**config.mk**
```make
export PLATFORM = sky130hd
export DESIGN_NAME = input_tile_fetcher
export DESIGN_NICKNAME = d
export VERILOG_FILES = /design/src/rtl/input_tile_fetcher.sv
export SDC_FILE = /design/constraint.sdc
export NUM_CORES = 2
export LEC_CHECK = 0
export ABC_AREA = 1
export ABC_CLOCK_PERIOD_IN_PS = 25100
export CAP_MARGIN = 20
export CELL_PAD_IN_SITES_DETAIL_PLACEMENT = 2
export CELL_PAD_IN_SITES_GLOBAL_PLACEMENT = 2
export CORE_UTILIZATION = 34
export DETAILED_ROUTE_END_ITERATION = 10
export HOLD_SLACK_MARGIN = 0.03
export PLACE_DENSITY_LB_ADDON = 0.1
export SETUP_SLACK_MARGIN = 0.3
export SLEW_MARGIN = 20
export SYNTH_ARGS = -nofsm -noshare
export SYNTH_HDL_FRONTEND = slang
export SYNTH_SLANG_ARGS = --single-unit
```
**constraint.sdc**
```tcl
create_clock -name clk -period 25.1 [get_ports clk]
set_input_delay 5.02 -clock clk [delete_from_list [all_inputs] [get_ports clk]]
set_output_delay 5.02 -clock clk [all_outputs]
set_load 0.02 [all_outputs]
```
**src/rtl/input_tile_fetcher.sv**
```systemverilog
// Input tile fetcher: turns block-address requests into dual-port buffer reads
// and queues the returned Winograd tile pairs in a small output FIFO.
module input_tile_fetcher #(
    parameter int TILE_W     = 288,
    parameter int ADDR_W     = 12,
    parameter int FIFO_DEPTH = 4
) (
    input  logic                          clk,
    input  logic                          reset,
    input  logic                          input_request_i,
    input  logic [7:0]                    input_addr_1_i,
    input  logic [7:0]                    input_addr_2_i,
    input  logic [3:0]                    current_id_i,
    input  logic [7:0]                    block_cnt_i,
    input  logic                          size_type_i,
    output logic                          mem_ren1_o,
    output logic                          mem_ren2_o,
    output logic [ADDR_W-1:0]             mem_addr1_o,
    output logic [ADDR_W-1:0]             mem_addr2_o,
    input  logic [TILE_W-1:0]             mem_rdata1_i,
    input  logic [TILE_W-1:0]             mem_rdata2_i,
    output logic                          tile_valid_o,
    input  logic                          tile_ready_i,
    output logic [TILE_W-1:0]             tile1_o,
    output logic [TILE_W-1:0]             tile2_o,
    output logic                          tile2_en_o,
    output logic [3:0]                    tile_id_o,
    output logic [$clog2(FIFO_DEPTH):0]   fifo_count_o,
    output logic                          overflow_o
);
    localparam int PTR_W = $clog2(FIFO_DEPTH);
    localparam int CNT_W = PTR_W + 1;
    // 4x4 tiles occupy only the low 16 elements (128 bits) of the tile word.
    localparam logic [TILE_W-1:0] MASK_4X4 = {{(TILE_W-128){1'b0}}, {128{1'b1}}};

    typedef struct packed {
        logic [TILE_W-1:0] tile1;
        logic [TILE_W-1:0] tile2;
        logic              tile2_en;
        logic [3:0]        id;
    } entry_t;

    // Stage 1 (issue) and stage 2 (return) sideband registers.
    logic       s1_valid, s1_v2, s1_size;
    logic [3:0] s1_id;
    logic       s2_valid, s2_v2, s2_size;
    logic [3:0] s2_id;

    logic [12:0] base;
    assign base = 13'(current_id_i) * 13'(block_cnt_i);

    always_ff @(posedge clk or posedge reset) begin
        if (reset) begin
            s1_valid    <= 1'b0;
            s1_v2       <= 1'b0;
            s1_size     <= 1'b0;
            s1_id       <= '0;
            s2_valid    <= 1'b0;
            s2_v2       <= 1'b0;
            s2_size     <= 1'b0;
            s2_id       <= '0;
            mem_ren1_o  <= 1'b0;
            mem_ren2_o  <= 1'b0;
            mem_addr1_o <= '0;
            mem_addr2_o <= '0;
        end else begin
            s1_valid   <= input_request_i;
            mem_ren1_o <= input_request_i;
            mem_ren2_o <= input_request_i && (input_addr_2_i != 8'hFF);
            if (input_request_i) begin
                s1_v2       <= (input_addr_2_i != 8'hFF);
                s1_size     <= size_type_i;
                s1_id       <= current_id_i;
                mem_addr1_o <= ADDR_W'(base + 13'(input_addr_1_i));
                mem_addr2_o <= ADDR_W'(base + 13'(input_addr_2_i));
            end
            s2_valid <= s1_valid;
            s2_v2    <= s1_v2;
            s2_size  <= s1_size;
            s2_id    <= s1_id;
        end
    end

    entry_t entry_in;
    always_comb begin
        entry_in.tile1    = s2_size ? mem_rdata1_i : (mem_rdata1_i & MASK_4X4);
        entry_in.tile2    = s2_v2 ? (s2_size ? mem_rdata2_i : (mem_rdata2_i & MASK_4X4)) : '0;
        entry_in.tile2_en = s2_v2;
        entry_in.id       = s2_id;
    end

    entry_t             store [FIFO_DEPTH];
    logic [PTR_W-1:0]   wr_ptr, rd_ptr;
    logic [CNT_W-1:0]   count;
    logic               full, push, pop, push_ok;

    assign full    = (count == CNT_W'(FIFO_DEPTH));
    assign push    = s2_valid;
    assign pop     = tile_valid_o && tile_ready_i;
    // A push into a full FIFO still lands when the head leaves on the same edge.
    assign push_ok = push && (!full || pop);

    always_ff @(posedge clk) begin
        if (push_ok) store[wr_ptr] <= entry_in;
    end

    always_ff @(posedge clk or posedge reset) begin
        if (reset) begin
            wr_ptr     <= '0;
            rd_ptr     <= '0;
            count      <= '0;
            overflow_o <= 1'b0;
        end else begin
            if (push_ok) wr_ptr <= wr_ptr + 1'b1;
            if (pop)     rd_ptr <= rd_ptr + 1'b1;
            case ({push_ok, pop})
                2'b10:   count <= count + 1'b1;
                2'b01:   count <= count - 1'b1;
                default: count <= count;
            endcase
            if (push && full && !pop) overflow_o <= 1'b1;
        end
    end

    entry_t head;
    assign head         = store[rd_ptr];
    assign tile_valid_o = (count != '0);
    assign tile1_o      = tile_valid_o ? head.tile1 : '0;
    assign tile2_o      = tile_valid_o ? head.tile2 : '0;
    assign tile2_en_o   = tile_valid_o ? head.tile2_en : 1'b0;
    assign tile_id_o    = tile_valid_o ? head.id : 4'd0;
    assign fifo_count_o = count;
endmodule

```
==> flow_summary_export.csv <==
group,metric,value,unit
setup_path,required,20080,ps
detailed_routing,avgRoutedWirePerCell,26.6,um
floorplanning,die_area,0.287,sq mm
timing,min_period_over_period,44.9,%
setup_path,max_stage_delay,880,ps
logic_synthesis,synth_edf_count,2324,
grt,overflow,0,
run_status,status,"finished clean",
clock_tree,cts_resized,0,
power,ir_worst_vdd,146,uV
clock_tree,htreeDepth,5,
grt,grt_usage,24.1,%
placement,placedCellCount,12800,
floorplanning,start_util,34.2,%
logic_synthesis,yosysTopAreaCell,"edfxtp_1",
power,p_sw_share,41.3,%
timing,finClkSkew,42.6,ps
placement,hpwl,223,mm
setup_path,cp-start-kind,"flop",
logic_synthesis,synth_seq_cells,2371,
detailed_routing,route.vias.total,67800,
detailed_routing,drt_pass1_iterations,5,
setup_path,crit_arrival,6240,ps
logic_synthesis,synth_area,0.0968,sq mm
clock_tree,clock-root-buffer,"clkbuf_16",
setup_path,crit_type,"reg -> out",
detailed_routing,vias_per_cell,5.07,
worst_hold_path,hold_path.class,"reg -> reg",
power,power_frac_seq,32.3,%
cells_and_area,syn_to_final_growth,24.7,%
logic_synthesis,postSynthCellCount,8284,
cells_and_area,fillers,28600,
setup_path,crit_path_top_delay_cell,"buf_4",
timing,setup_tns,0,ps
clock_tree,cts_inserted_buffers,278,
cells_and_area,finalNonFillerCells,13400,
floorplanning,die_w,536,um
run,max_cap_violations,0,
timing,max_freq,88.8,MHz
timing,hold_viol_final,0,
timing,min_period,11260,ps
power,p_comb_share,45.0,%
logic_synthesis,synthDistinctLibCells,36,
timing,worstMarginPinSlew,1170,ps
logic_synthesis,avgSynthCellArea,11.7,sq um
floorplanning,die_h,536,um
cells_and_area,drive_gt1_share,4.90,%
placement,port_buffers,1220,
timing,finalSetupViolations,0,
logic_synthesis,synth_top_area_share,72.1,%
logic_synthesis,ys_seq_area_share,73.3,%
timing,maxSlewViolCount,0,
grt,grt_pass1_vias,72900,
clock_tree,clk_path_buf_depth,4,
detailed_routing,drcViolationCount,0,
setup_path,crit_fanout,94,
timing,grt_setup_unrepaired,"false",
logic_synthesis,synthArstFlopShare,1.98,%
grt,antenna_found_initial,134,
grt,grt_start_max_net_pins,302,
detailed_routing,wl,355,mm
timing,relSlewSlack,21.7,%
floorplanning,core,0.283,sq mm
power,p_int,9.91,mW
clock_tree,hold_buffers,0,
clock_tree,cts.sinks,2371,
cells_and_area,nNetsFinal,10000,
logic_synthesis,syn_nets,8947,
power,clkPwrFrac,22.7,%
setup_path,cp-end-kind,"output pin",
timing,whs,388,ps
power,powerDensity,140,mW/mm^2
floorplanning,ios,1221,
setup_path,cp_common_cell,"buf_4",
floorplanning,num_rows,195,
cells_and_area,final_common_cell,"nor2_1",
setup_path,worstPathCellList,"inv_8 -> buf_4 -> buf_4 -> buf_4 -> nor2_1 -> o21ai_0 -> a21oi_1 -> clkdlybuf4s50_1",
logic_synthesis,yosysWarnings,0,
placement,gp_congestion,0.794,
power,power_leakage,43.6,nW
clock_tree,cts.clk_slew.worst_paths,60,ps
power,switchingPower,6.98,mW
clock_tree,postCtsSetupBuffers,0,
grt,grt_pass1_wl,509,mm
clock_tree,clock_latency,910,ps
detailed_routing,drtIter0Drc,3884,
clock_tree,tritoncts,"yes",
logic_synthesis,synth_area_leaders,"edfxtp_1 (72%), nor2_1 (9.7%), o21ai_0 (5.1%)",
logic_synthesis,synth_ff_type,"edfxtp_1",
detailed_routing,ant_nets,0,
cells_and_area,final_cell_mix,"nor2_1 (2501), edfxtp_1 (2324), clkdlybuf4s50_1 (1220)",
[power by group through the flow]
stage	Combinational (mW)	Clock [mW]	Sequential [mW]
global route	8.13	4.07	5.52
detailed placement	7.67	0	5.54
global placement	7.55	0	5.49
CTS	7.73	3.93	5.47
finish	7.60	3.83	5.46
floorplan	3.93	0	6.25
[worst max-delay path, delay by kind of cell, from the launching register on]
kind,cells,cell delay (ps)
buf+inv,5,3770
flops,1,820
compound gates,2,260
simple gates,1,130
[cell type report]
class	instances	area, sq um	share of cell area, %
Multi-Input combinational cell	4861	21300	17.7
Sequential cell	2371	71000	58.8
Clock buffer	363	7490	6.20
Clock inverter	128	950	0.786
Tap cell	3743	4680	3.88
Timing Repair Buffer	1305	13100	10.9
Antenna cell	51	128	0.106
Inverter	542	2070	1.71
[registers in the layout, indices dropped and copies added, names as in the netlist, 2 cells and up]
register	flops
fifo_count_o	3
mem_addr1_o	12
mem_addr2_o	12
rd_ptr	2
s1_id	4
s2_id	4
store	2324
wr_ptr	2
[path summary, 6_finish.rpt]
| path | from | endpoint | slack (ps) | cells past startpoint |
|---|---|---|---|---|
| max | rd_ptr[1] | tile1_o[29] | 13840 | 8 |
| min | s1_v2 | s2_v2 | 390 | 0 |
| max reg2reg | fifo_count_o[0] | store[1][524] | 20620 | 8 |
| min reg2reg | s1_v2 | s2_v2 | 390 | 0 |
| max in group asynchronous | reset | s2_v2 | 19730 | 3 |
| min in group asynchronous | reset | push | 4680 | 3 |
[layer usage]
metal  part of all wire [%]  vias to the layer above  track usage [%]
li1                       -                    30600                -
met1                     39                    34800             28.5
met2                     48                     1654             40.1
met3                    7.3                      650             7.25
met4                    5.0                      102             11.3
met5                   0.19                        -                0
[kinds of logic (layout without fill, tap and decap cells)]
group	after synthesis	in the layout	synth area share, %
simple gates	3003	3003	11.8
xor+xnor	16	16	0.145
compound gates	1788	1788	9.27
fa+ha+maj	54	54	0.814
buf+inv	1052	2338	4.71
other cells	0	51	0
flops	2371	2371	73.3
[Yosys cell counts (all sizes together) (7+ instances only)]
| cell | number |
|---|---|
| edfxtp | 2324 |
| a21oi | 597 |
| xor2 | 9 |
| o21ai | 1179 |
| inv | 540 |
| nand4 | 8 |
| nor2 | 2507 |
| fa | 15 |
| nand2 | 460 |
| buf | 292 |
| ha | 39 |
| clkbuf | 218 |
| nand3 | 24 |
| dfrtp | 47 |
| xnor2 | 7 |
[through the flow]
step                      setup slack, ps  cell area (sq um)  utilization (%)  total power, mW
after floorplan                     -5810              96800                -             10.2
after global placement              14690             112000             39.7             13.0
after detailed placement            14670             112000             39.7             13.2
after CTS                           13670             121000             42.6             17.1
after global routing                13490             121000             42.7             17.7
final                               13840             121000             42.7             16.9
Power figures use the tool's default switching activity.
